$ cat src/rtl/sdram_port_arbiter_if.sv
`default_nettype none
// ============================================================================
// Module   : sdram_port_arbiter_if
// Brief    : Requester-side and controller-side bus of the SDRAM port arbiter.
//            The slave modport is the arbiter's view. The master modport is the
//            surrounding system: the requesters and the SDRAM controller.
// Revision : 1.0 - initial release
// ============================================================================
interface sdram_port_arbiter_if #(
    parameter int NUM_PORTS = 3
);
    // Requester side
    logic [NUM_PORTS-1:0]    req_valid;
    logic [NUM_PORTS-1:0]    req_we;
    logic [24*NUM_PORTS-1:0] req_addr;
    logic [16*NUM_PORTS-1:0] req_wdata;
    logic [NUM_PORTS-1:0]    req_ready;
    logic [NUM_PORTS-1:0]    rsp_valid;
    logic                    rsp_err;
    logic [15:0]             rsp_rdata;

    // Controller side
    logic [23:0]             mem_addr;
    logic                    mem_wr_req;
    logic                    mem_rd_req;
    logic [15:0]             mem_wr_data;
    logic [15:0]             mem_rd_data;
    logic                    mem_rd_ready;
    logic                    mem_wr_done;

    modport slave (
        input  req_valid, req_we, req_addr, req_wdata,
        input  mem_rd_data, mem_rd_ready, mem_wr_done,
        output req_ready, rsp_valid, rsp_err, rsp_rdata,
        output mem_addr, mem_wr_req, mem_rd_req, mem_wr_data
    );

    modport master (
        output req_valid, req_we, req_addr, req_wdata,
        output mem_rd_data, mem_rd_ready, mem_wr_done,
        input  req_ready, rsp_valid, rsp_err, rsp_rdata,
        input  mem_addr, mem_wr_req, mem_rd_req, mem_wr_data
    );
endinterface
`default_nettype wire

$ cat src/rtl/sdram_port_arbiter.sv
`default_nettype none
// ============================================================================
// Module   : sdram_port_arbiter
// Brief    : Round-robin sharing of a single-access SDRAM controller among
//            NUM_PORTS requesters. One transaction is outstanding at a time.
//            Controller requests are held until completion, and a watchdog
//            aborts transactions that never complete.
// Revision : 1.0 - initial release
// ============================================================================
module sdram_port_arbiter #(
    parameter int NUM_PORTS      = 3,
    parameter int TIMEOUT_CYCLES = 64
) (
    input  wire logic              clk_100MHz,
    input  wire logic              rst,
    sdram_port_arbiter_if.slave    bus
);

    localparam int                 c_IDX_W   = $clog2(NUM_PORTS);
    localparam int                 c_WD_W    = $clog2(TIMEOUT_CYCLES);
    localparam logic [c_IDX_W:0]   c_NUM_EXT = (c_IDX_W+1)'(NUM_PORTS);
    localparam logic [c_WD_W-1:0]  c_WD_LAST = c_WD_W'(TIMEOUT_CYCLES - 1);

    typedef enum logic [1:0] {
        ST_ARB   = 2'd0,
        ST_ISSUE = 2'd1,
        ST_GAP   = 2'd2
    } state_t;

    state_t                 state_q,       state_d;
    logic [c_IDX_W-1:0]     last_grant_q,  last_grant_d;
    logic [c_IDX_W-1:0]     owner_q,       owner_d;
    logic                   we_q,          we_d;
    logic [c_WD_W-1:0]      wdog_q,        wdog_d;
    logic [NUM_PORTS-1:0]   req_ready_q,   req_ready_d;
    logic [NUM_PORTS-1:0]   rsp_valid_q,   rsp_valid_d;
    logic                   rsp_err_q,     rsp_err_d;
    logic [15:0]            rsp_rdata_q,   rsp_rdata_d;
    logic [23:0]            mem_addr_q,    mem_addr_d;
    logic                   mem_wr_req_q,  mem_wr_req_d;
    logic                   mem_rd_req_q,  mem_rd_req_d;
    logic [15:0]            mem_wr_data_q, mem_wr_data_d;

    logic                   w_grant_found;
    logic [c_IDX_W-1:0]     w_grant_idx;
    logic [c_IDX_W:0]       w_cand;
    logic                   w_sel_we;
    logic [23:0]            w_sel_addr;
    logic [15:0]            w_sel_wdata;
    logic                   w_done;

    // Round-robin search: first requesting port above last_grant, wrapping.
    always_comb begin
        w_grant_found = 1'b0;
        w_grant_idx   = '0;
        w_cand        = '0;
        for (int i = 1; i <= NUM_PORTS; i++) begin
            w_cand = {1'b0, last_grant_q} + (c_IDX_W+1)'(i);
            if (w_cand >= c_NUM_EXT) begin
                w_cand = w_cand - c_NUM_EXT;
            end
            if (!w_grant_found && bus.req_valid[w_cand[c_IDX_W-1:0]]) begin
                w_grant_found = 1'b1;
                w_grant_idx   = w_cand[c_IDX_W-1:0];
            end
        end
    end

    // Select the winning port's direction, address and write data.
    always_comb begin
        w_sel_we    = 1'b0;
        w_sel_addr  = '0;
        w_sel_wdata = '0;
        for (int p = 0; p < NUM_PORTS; p++) begin
            if (w_grant_idx == c_IDX_W'(p)) begin
                w_sel_we    = bus.req_we[p];
                w_sel_addr  = bus.req_addr[p*24 +: 24];
                w_sel_wdata = bus.req_wdata[p*16 +: 16];
            end
        end
    end

    // A completion counts only when it matches the direction that was issued.
    assign w_done = we_q ? bus.mem_wr_done : bus.mem_rd_ready;

    // Next-state and output logic. Pulses default to low and the datapath holds.
    always_comb begin
        state_d       = state_q;
        last_grant_d  = last_grant_q;
        owner_d       = owner_q;
        we_d          = we_q;
        wdog_d        = wdog_q;
        req_ready_d   = '0;
        rsp_valid_d   = '0;
        rsp_err_d     = 1'b0;
        rsp_rdata_d   = rsp_rdata_q;
        mem_addr_d    = mem_addr_q;
        mem_wr_req_d  = mem_wr_req_q;
        mem_rd_req_d  = mem_rd_req_q;
        mem_wr_data_d = mem_wr_data_q;

        case (state_q)
            ST_ARB: begin
                if (w_grant_found) begin
                    req_ready_d[w_grant_idx] = 1'b1;
                    owner_d       = w_grant_idx;
                    last_grant_d  = w_grant_idx;
                    we_d          = w_sel_we;
                    mem_addr_d    = w_sel_addr;
                    mem_wr_data_d = w_sel_wdata;
                    mem_wr_req_d  = w_sel_we;
                    mem_rd_req_d  = !w_sel_we;
                    wdog_d        = '0;
                    state_d       = ST_ISSUE;
                end
            end
            ST_ISSUE: begin
                // Completion takes priority over a simultaneous timeout.
                if (w_done) begin
                    mem_wr_req_d         = 1'b0;
                    mem_rd_req_d         = 1'b0;
                    rsp_valid_d[owner_q] = 1'b1;
                    if (!we_q) begin
                        rsp_rdata_d = bus.mem_rd_data;
                    end
                    state_d = ST_GAP;
                end else if (wdog_q == c_WD_LAST) begin
                    mem_wr_req_d         = 1'b0;
                    mem_rd_req_d         = 1'b0;
                    rsp_valid_d[owner_q] = 1'b1;
                    rsp_err_d            = 1'b1;
                    state_d              = ST_GAP;
                end else begin
                    wdog_d = wdog_q + 1'b1;
                end
            end
            ST_GAP: begin
                // The controller must see both requests low before the next ACTIVE.
                state_d = ST_ARB;
            end
            default: begin
                state_d = ST_ARB;
            end
        endcase
    end

    // State and output registers. Reset drops requests and suppresses any response.
    always_ff @(posedge clk_100MHz) begin
        if (rst) begin
            state_q       <= ST_ARB;
            last_grant_q  <= c_IDX_W'(NUM_PORTS - 1);
            owner_q       <= '0;
            we_q          <= 1'b0;
            wdog_q        <= '0;
            req_ready_q   <= '0;
            rsp_valid_q   <= '0;
            rsp_err_q     <= 1'b0;
            rsp_rdata_q   <= '0;
            mem_addr_q    <= '0;
            mem_wr_req_q  <= 1'b0;
            mem_rd_req_q  <= 1'b0;
            mem_wr_data_q <= '0;
        end else begin
            state_q       <= state_d;
            last_grant_q  <= last_grant_d;
            owner_q       <= owner_d;
            we_q          <= we_d;
            wdog_q        <= wdog_d;
            req_ready_q   <= req_ready_d;
            rsp_valid_q   <= rsp_valid_d;
            rsp_err_q     <= rsp_err_d;
            rsp_rdata_q   <= rsp_rdata_d;
            mem_addr_q    <= mem_addr_d;
            mem_wr_req_q  <= mem_wr_req_d;
            mem_rd_req_q  <= mem_rd_req_d;
            mem_wr_data_q <= mem_wr_data_d;
        end
    end

    assign bus.req_ready   = req_ready_q;
    assign bus.rsp_valid   = rsp_valid_q;
    assign bus.rsp_err     = rsp_err_q;
    assign bus.rsp_rdata   = rsp_rdata_q;
    assign bus.mem_addr    = mem_addr_q;
    assign bus.mem_wr_req  = mem_wr_req_q;
    assign bus.mem_rd_req  = mem_rd_req_q;
    assign bus.mem_wr_data = mem_wr_data_q;

endmodule
`default_nettype wire

$ cat src/flat_wrapper.sv
// flat-port wrapper written by rule: the top's interface ports become plain ports
module sdram_port_arbiter_flat 
#(
    parameter int NUM_PORTS      = 3,
    parameter int TIMEOUT_CYCLES = 64
)
  (clk_100MHz, rst, bus_req_valid, bus_req_we, bus_req_addr, bus_req_wdata, bus_mem_rd_data, bus_mem_rd_ready, bus_mem_wr_done, bus_req_ready, bus_rsp_valid, bus_rsp_err, bus_rsp_rdata, bus_mem_addr, bus_mem_wr_req, bus_mem_rd_req, bus_mem_wr_data);
  sdram_port_arbiter_if #(.NUM_PORTS(NUM_PORTS)) bus_i ();
  input  wire logic clk_100MHz;
  input  wire logic rst;
  input wire logic [$bits(bus_i.req_valid)-1:0] bus_req_valid;
  input wire logic [$bits(bus_i.req_we)-1:0] bus_req_we;
  input wire logic [$bits(bus_i.req_addr)-1:0] bus_req_addr;
  input wire logic [$bits(bus_i.req_wdata)-1:0] bus_req_wdata;
  input wire logic [$bits(bus_i.mem_rd_data)-1:0] bus_mem_rd_data;
  input wire logic [$bits(bus_i.mem_rd_ready)-1:0] bus_mem_rd_ready;
  input wire logic [$bits(bus_i.mem_wr_done)-1:0] bus_mem_wr_done;
  output wire logic [$bits(bus_i.req_ready)-1:0] bus_req_ready;
  output wire logic [$bits(bus_i.rsp_valid)-1:0] bus_rsp_valid;
  output wire logic [$bits(bus_i.rsp_err)-1:0] bus_rsp_err;
  output wire logic [$bits(bus_i.rsp_rdata)-1:0] bus_rsp_rdata;
  output wire logic [$bits(bus_i.mem_addr)-1:0] bus_mem_addr;
  output wire logic [$bits(bus_i.mem_wr_req)-1:0] bus_mem_wr_req;
  output wire logic [$bits(bus_i.mem_rd_req)-1:0] bus_mem_rd_req;
  output wire logic [$bits(bus_i.mem_wr_data)-1:0] bus_mem_wr_data;
  assign bus_i.req_valid = bus_req_valid;
  assign bus_i.req_we = bus_req_we;
  assign bus_i.req_addr = bus_req_addr;
  assign bus_i.req_wdata = bus_req_wdata;
  assign bus_i.mem_rd_data = bus_mem_rd_data;
  assign bus_i.mem_rd_ready = bus_mem_rd_ready;
  assign bus_i.mem_wr_done = bus_mem_wr_done;
  assign bus_req_ready = bus_i.req_ready;
  assign bus_rsp_valid = bus_i.rsp_valid;
  assign bus_rsp_err = bus_i.rsp_err;
  assign bus_rsp_rdata = bus_i.rsp_rdata;
  assign bus_mem_addr = bus_i.mem_addr;
  assign bus_mem_wr_req = bus_i.mem_wr_req;
  assign bus_mem_rd_req = bus_i.mem_rd_req;
  assign bus_mem_wr_data = bus_i.mem_wr_data;
  sdram_port_arbiter #(.NUM_PORTS(NUM_PORTS), .TIMEOUT_CYCLES(TIMEOUT_CYCLES)) u_core (.clk_100MHz(clk_100MHz), .rst(rst), .bus(bus_i));
endmodule
$ cat config.mk
export PLATFORM = sky130hd
export DESIGN_NAME = sdram_port_arbiter_flat
export DESIGN_NICKNAME = d
export VERILOG_FILES = /design/src/rtl/sdram_port_arbiter_if.sv /design/src/rtl/sdram_port_arbiter.sv /design/src/flat_wrapper.sv
export SDC_FILE = /design/constraint.sdc
export NUM_CORES = 1
export LEC_CHECK = 0
export CAP_MARGIN = 20
export CORE_ASPECT_RATIO = 2
export CORE_MARGIN = 2
export CORE_UTILIZATION = 38
export CTS_CLUSTER_SIZE = 16
export DETAILED_ROUTE_END_ITERATION = 7
export PLACE_DENSITY = 0.8
export SKIP_LAST_GASP = 1
export SLEW_MARGIN = 20
export SYNTH_ARGS = -nofsm -noshare
export SYNTH_HDL_FRONTEND = slang
export SYNTH_SLANG_ARGS = --single-unit
$ cat constraint.sdc
create_clock -name clk_100MHz -period 3.3 [get_ports clk_100MHz]
set_clock_uncertainty 0.15 [all_clocks]
set_input_delay 0.66 -clock clk_100MHz [delete_from_list [all_inputs] [get_ports clk_100MHz]]
set_output_delay 0.66 -clock clk_100MHz [all_outputs]
set_load 0.01 [all_outputs]
# After elaboration in Yosys (flattened, before gate mapping)
# Index checks and enable logic that the tools add are counted.
# Widths: inputs -> output; s select.
[op_classes] magnitude_cmp=10 eq_ne=8 mux=46 add_sub_neg=7 reduce_logical=18 bitwise=4
[op_table] op="$mux 24" n=3
[op_table] op="$mux 16" n=3
[op_table] op="$mux 2" n=9
[op_table] op="$mux 6" n=3
[op_table] op="$mux 1" n=17
[op_table] op="$lt 2x3->1 const B" n=5
[op_table] op="$pmux 6 s2" n=1
[op_table] op="$ge 3x2->1 const B" n=3
[op_table] op="$add 2x2->3 const B" n=2
[op_table] op="$add 6x1->6 const B" n=1
[op_table] op="$bmux 1 s2" n=3
[op_table] op="$eq 6x6->1 const B" n=1
[op_table] op="$mux 3" n=2
[op_table] op="$reduce_and 3->1" n=2
[op_table] op="$reduce_or 3->1" n=2
[op_table] op="$sub 2x2->2 const B" n=3
[op_table] op="$demux 1 s2" n=2
[op_table] op="$eq 2x1->1 const B" n=2
[op_table] op="$ge 2x1->1 const B" n=2
[op_table] op="$logic_and 1x1->1" n=4
[op_table] op="$logic_not 2->1" n=2
[op_table] op="$ne 2x2->1 const B" n=2
[op_table] op="$not 1->1" n=4
[op_table] op="$pmux 1 s2" n=2
[op_table] op="other kinds (10)" n=13
[totals] out_inout_bits=65 reg_bits=78 wordCells=106 inputBits=146

# Longest topological paths before layout
# Gate-level depths: netlist (run 1).
[depth] word_depth=19 depth_mapped=11 mapped_depth_nobuf=7

# Worst setup path after synthesis (run 1)
# OpenSTA, ideal clock, no wires.
[synth_path] path_type="flip-flop to flip-flop" from="reg u_core.owner_q[0] (netlist name)" to="reg u_core.mem_rd_req_q (netlist: u_core.bus.mem_rd_req)" period_less_slack_ns=2.688 stages_incl_launch_ff=10 setup_ns=0.120 required_time_ns=3.030 t_arrival_ns=2.418 setup_slack_ns=0.612 path_buffers=2 cell_sequence="dfxtp_1 -> clkbuf_1 -> inv_1 -> ha_1 -> mux2_4 -> a222oi_1 -> buf_4 -> a41o_2 -> a221oi_2 -> o31a_1"
[synth_lines] item="end signal, assigned" line="sdram_port_arbiter.sv:175" text="mem_rd_req_q <= mem_rd_req_d;"
[synth_lines] item="end, declared" line="sdram_port_arbiter.sv:41" text="logic mem_rd_req_q, mem_rd_req_d;"

==> results of run 1 <==
==> sequential cells by signal (all words and copies together) (netlist names) <==
name,cells
u_core.bus.mem_addr,24
u_core.bus.mem_rd_req,1
u_core.bus.mem_wr_data,16
u_core.bus.mem_wr_req,1
u_core.bus.req_ready,3
u_core.bus.rsp_err,1
u_core.bus.rsp_rdata,16
u_core.bus.rsp_valid,3
u_core.last_grant_q,1
u_core.owner_q,2
u_core.state_q,2
u_core.wdog_q,6
u_core.we_q,1
==> critical path: cells and delay by family, from the launching register on <==
family,cells,cell delay (ns)
buf+inv,3,0.60
flops,1,0.33
compound gates,4,0.79
mux,1,0.40
fa+ha+maj,1,0.63
==> cell families (layout without fill, tap and decap cells) <==
group	after synthesis	in the layout	share of synthesized area (%)
AOI/OAI and AO/OA	132	132	25.4
xor gates and xnor gates	5	5	1.23
adders and majority gates	4	4	1.41
buffers and inverters	38	242	5.24
DFF	77	77	43.3
muxes	45	45	12.9
and+or+nand+nor	81	81	10.5
==> stage by stage <==
stage	area [um2]	instances	worst slack, ns
floorplan	3560	382	0.612
global placement	5760	674	0.324
detailed placement	5760	674	0.291
CTS	6110	690	0.349
global route	6110	690	0.133
finish	6110	690	0.323
==> cell type report <==
type / count / share of cell area (%)
Timing Repair Buffer: 219 / 36.3
Clock inverter: 3 / 1.06
Clock buffer: 13 / 4.59
Tap cell: 104 / 2.13
Inverter: 7 / 0.430
Multi-Input combinational cell: 267 / 30.2
Sequential cell: 77 / 25.2
==> synth_stat cells, types with 5 or more instances <==
cell | n | area [um2]
buf_2 | 14 | 70.1
nor2_1 | 12 | 45.0
inv_1 | 6 | 22.5
o21ai_0 | 5 | 25.0
buf_4 | 5 | 37.5
o21ai_1 | 40 | 200
a32oi_1 | 39 | 342
a21oi_1 | 23 | 115
mux2i_1 | 42 | 420
nand2_1 | 44 | 165
dfxtp_1 | 77 | 1540
clkbuf_1 | 10 | 37.5
==> final timing paths <==
kind / slack (ns) / cells after the start / to / start
min: 0.30 / 2 / u_core.bus.rsp_rdata[10] / u_core.bus.rsp_rdata[10]
max reg2reg: 0.32 / 9 / u_core.bus.mem_addr[23] / u_core.owner_q[0]
min reg2reg: 0.30 / 2 / u_core.bus.rsp_rdata[10] / u_core.bus.rsp_rdata[10]
max: 0.32 / 9 / u_core.bus.mem_addr[23] / u_core.owner_q[0]
==> power by group <==
part / internal (mW) / switching, mW
Sequential: 1.17 / 0.138
Combinational: 1.08 / 1.17
Clock: 0.743 / 0.370
Total: 2.99 / 1.67
==> routing by layer <==
| metal | vias to the layer above | global-route usage, % |
|---|---|---|
| met5 | - | 0 |
| met4 | 0 | 15.2 |
| met3 | 45 | 6.93 |
| met2 | 200 | 42.9 |
| met1 | 1752 | 22.6 |
| li1 | 1836 | - |
==> run_results.csv, run 1 <==
group,metric,value,unit
outcome,status,"finished, final reports clean",
clock_tree,postCtsSetupRepairBufs,0,
clock_tree,clkSlewWorstSetupHoldPaths,0.06,ns
finish,mostFrequentLayoutCells,"clkdlybuf4s50_1, dfxtp_1, nand2_1",
global_route,first_global_vias,4033,
worst_setup_path,critical_path.max_fanout,39,
timing,drv_slew,0,
yosys,ys_dominant_reg_cell,"dfxtp_1",
detailed_routing,ant_nets,0,
yosys,async_flop_share,0,%
detailed_routing,drt_wirelength,11.9,mm
worst_setup_path,worst_path_largest_cell_delay,0.63,ns
clock_tree,clock_insertion_delay_worst_skew,0.34,ns
power_and_ir_drop,power-per-cell-area,764,mW/mm2
yosys,syn-instance-count,382,
clock_tree,clock_sink_count,77,
die,pin_count,211,
global_route,track_usage,23.8,%
clock_tree,clock_tree.htree_level_count,3,
power_and_ir_drop,worst_ir_drop_vdd,0.391,mV
yosys,post_synth.cell_area_avg,9.32,um2
timing,rsz0062_at_grt,"no",
yosys,synth_area,0.00356,mm2
timing,timing.final.hold_violations,0,
finish,antenna_cells,0,
min_path,hp-class,"flop to flop",
finish,register_area,0.00154,mm2
detailed_routing,route.detailed.drc,0,
worst_setup_path,worst-endpoint-required,3.41,ns
timing,fin_crit,2.98,ns
job,max-cap-violations,0,
place,half_perimeter_wire_length_after_placement,9.21,mm
clock_tree,cts_tree,"done",
worst_setup_path,slowest_stage,"ha_1",
global_route,wire_length_of_the_first_global_routing_pass,18.9,mm
die,die_span_x,72.5,um
detailed_routing,route.met2.wl,6.46,mm
finish,utilization,66.0,%
die,floorplan.die_area,0.0102,mm2
detailed_routing,detailroute.wirelength.met3,937,um
yosys,synth.lib_cells_used.distinct,56,
worst_setup_path,worstSetupEndpointType,"flop",
timing,worst_slew_pin_slew,0.555,ns
clock_tree,clk_root_buffer_cell,"clkbuf_16",
clock_tree,cts_inserted_buffers,9,
worst_setup_path,timing.critical_path.arrival,3.09,ns
place,io_buffer_count,210,
detailed_routing,avgViaCountPerCell,5.56,
detailed_routing,detailroute.via_count,3833,
worst_setup_path,timing.critical_path.cells,"inv_1 > ha_1 > mux2_1 > a222oi_1 > buf_4 > a31o_1 > buf_12 > a32oi_1 > o21ai_1",
finish,multiInputGateArea,0.00185,mm2
finish,finalNetCount,731,
detailed_routing,routedLengthMet1,3.94,mm
clock_tree,cts_repair_resize_count,0,
timing,finalCritPeriodShare,90.2,%
timing,slew-limit-headroom,62.8,%
detailed_routing,number_of_drc_markers_after_the_initial_detailed_route_iteration,132,
global_route,maximum_number_of_pins_on_one_net_before_global_route_repair,43,
die,core_area,0.00926,mm2
timing,fmax,0.336,GHz
die,fp-row-count,50,
yosys,synthesis.nets,532,
yosys,yosysWarningCount,0,
finish,layout-drive-gt1-share,6.31,%
global_route,antenna_violations_before_repair,0,
clock_tree,holdBufCountCts,0,
finish,area_growth_syn_to_layout,71.6,%
power_and_ir_drop,power_leakage,2.26,nW
timing,worst_hold_slack,0.302,ns
worst_setup_path,crit_path_start_kind,"flop",
finish,layout.filler_cells,761,
die,start_util,38.5,%
detailed_routing,topRoutingLayerUsed,"met4",
place,place.gp.congestion,0.903,
worst_setup_path,timing.setup.critical_path_class,"flop to flop",
global_route,grt_remaining_overflow,0,
finish,mostFrequentLayoutCell,"clkdlybuf4s50_1",
timing,fin_tns_setup,0,ns
timing,setup-violations-final,0,
power_and_ir_drop,design_power_total,4.66,mW
clock_tree,clock_path_buffers,2,
yosys,synth-edff-count,0,
yosys,synth-seq-cells,77,
yosys,synth_sequential_area_ratio,43.3,%
detailed_routing,dr.pass1.iters,4,
die,dieHeight,141,um
detailed_routing,routed_len_inst,17.3,um
(Power assumes the default switching activity.)
==> inputs of run 2 (changes only) <==
CORE_ASPECT_RATIO = 1.25   (was 2)
==> run_results.csv, run 2 (same netlist as run 1, synthesis figures left out) <==
group,metric,value,unit
timing,finalCritPeriodShare,85.5,%
global_route,wire_length_of_the_first_global_routing_pass,18.9,mm
detailed_routing,ant_nets,0,
timing,post-route-worst-setup-slack,0.480,ns
global_route,grt_remaining_overflow,0,
clock_tree,clk_root_buffer_cell,"clkbuf_16",
outcome,status,"finished, final reports clean",
die,start_util,39.0,%
power_and_ir_drop,power_leakage,2.25,nW
place,half_perimeter_wire_length_after_placement,8.86,mm
die,floorplan.die_area,0.0102,mm2
detailed_routing,route.detailed.drc,0,
power_and_ir_drop,worst_ir_drop_vdd,0.364,mV
timing,drv_slew,0,
clock_tree,clock_sink_count,77,
min_path,hp-class,"flop to flop",
global_route,maximum_number_of_pins_on_one_net_before_global_route_repair,43,
finish,multiInputGateArea,0.00185,mm2
detailed_routing,routed_len_inst,16.6,um
place,io_buffer_count,210,
finish,layout-drive-gt1-share,6.79,%
timing,slew-limit-headroom,38.8,%
die,fp-row-count,39,
worst_setup_path,timing.critical_path.cells,"inv_1 > ha_1 > mux2_1 > a222oi_1 > buf_4 > a31o_1 > buf_4 > a32oi_1 > o21ai_1",
finish,antenna_cells,0,
detailed_routing,drt_wirelength,11.8,mm
worst_setup_path,timing.critical_path.arrival,2.93,ns
worst_setup_path,critical_path.max_fanout,20,
job,max-cap-violations,0,
worst_setup_path,worst_path_largest_cell_delay,0.51,ns
clock_tree,cts_inserted_buffers,9,
detailed_routing,number_of_drc_markers_after_the_initial_detailed_route_iteration,207,
finish,layout.filler_cells,771,
timing,fmax,0.355,GHz
clock_tree,clock_insertion_delay_worst_skew,0.33,ns
clock_tree,clock_tree.htree_level_count,3,
global_route,first_global_vias,3908,
finish,mostFrequentLayoutCells,"clkdlybuf4s50_1, dfxtp_1, nand2_1",
global_route,antenna_violations_before_repair,0,
finish,flip_flop_count_of_the_largest_register_after_layout,24,
worst_setup_path,timing.setup.critical_path_class,"flop to flop",
timing,fin_tns_setup,0,ns
die,dieHeight,112,um
timing,worst_hold_slack,0.304,ns
power_and_ir_drop,design_power_total,4.62,mW
worst_setup_path,worst-endpoint-required,3.41,ns
global_route,track_usage,23.0,%
clock_tree,clkSlewWorstSetupHoldPaths,0.06,ns
timing,fin_crit,2.82,ns
place,place.gp.congestion,0.913,
finish,utilization,67.1,%
clock_tree,clock_path_buffers,2,
detailed_routing,dr.pass1.iters,4,
timing,timing.final.hold_violations,0,
die,die_span_x,90.6,um
detailed_routing,avgViaCountPerCell,5.38,
worst_setup_path,slowest_stage,"ha_1",
detailed_routing,detailroute.via_count,3828,
clock_tree,cts_repair_resize_count,0,
die,core_area,0.00913,mm2
timing,worst_slew_pin_slew,0.915,ns
finish,register_area,0.00154,mm2
place,post_place_setup_slack,0.305,ns
clock_tree,holdBufCountCts,0,
die,pin_count,211,
worst_setup_path,crit_path_start_kind,"flop",
power_and_ir_drop,power-per-cell-area,755,mW/mm2
clock_tree,postCtsSetupRepairBufs,0,
timing,setup-violations-final,0,
finish,finalNetCount,734,
finish,mostFrequentLayoutCell,"clkdlybuf4s50_1",
timing,rsz0062_at_grt,"no",
clock_tree,cts_tree,"done",
finish,area_growth_syn_to_layout,71.8,%
worst_setup_path,crit_path_frequent_cell,"buf_4",
worst_setup_path,worstSetupEndpointType,"flop",
run 2: cell count changes in the layout (fill, tap and decap cells not counted), sizes merged:
cell / change
buf: +3
clkbuf: -3
clkinv: +1
clkinvlp: +1
inv: +1
run 2: per-layer routing:
layer | track usage (%) | wire length (um) | vias up
li1 | - | - | 1843
met1 | 24.1 | 4270 | 1771
met2 | 42.8 | 6320 | 179
met3 | 4.77 | 775 | 35
met4 | 11.8 | 439 | 0
met5 | 0 | 0 | -
run 2: metrics by stage:
step | std cells | area [um2]
after CTS | 712 | 6120
final | 712 | 6120
after floorplan | 382 | 3560
after detailed placement | 696 | 5790
after global routing | 712 | 6120
after global placement | 696 | 5790
run 2: final timing paths:
check / slack (ns) / cells after the start / start / to
setup / recovery: 0.48 / 9 / u_core.owner_q[0] / u_core.bus.mem_wr_data[1]
hold / removal: 0.30 / 2 / u_core.bus.rsp_rdata[3] / u_core.bus.rsp_rdata[3]
setup reg to reg: 0.48 / 9 / u_core.owner_q[0] / u_core.bus.mem_wr_data[1]
hold reg to reg: 0.30 / 2 / u_core.bus.rsp_rdata[3] / u_core.bus.rsp_rdata[3]
run 2: area by class of cell:
cell class              count  share of cell area, %
multi-input cells         267                   30.2
repair buffers            222                   36.2
clock inverters             6                   1.53
well taps                 123                   2.52
inverters                   7                  0.429
flip-flops and latches     77                   25.2
clock buffers              10                   3.91
run 2: worst max-delay path, delay by kind of cell, from the launching register on:
family,cells,cell delay [ns]
AO/OA/AOI/OAI,4,0.77
adder cells (fa/ha/maj),1,0.51
buffers and inverters,3,0.60
flip-flops,1,0.34
multiplexers,1,0.37
run 2: report_power, final:
| part | switching, mW | internal [mW] | leakage (nW) |
|---|---|---|---|
| clock network | 0.394 | 0.688 | 0.159 |
| registers | 0.134 | 1.17 | 0.632 |
| logic | 1.16 | 1.07 | 1.46 |
| total | 1.69 | 2.93 | 2.25 |
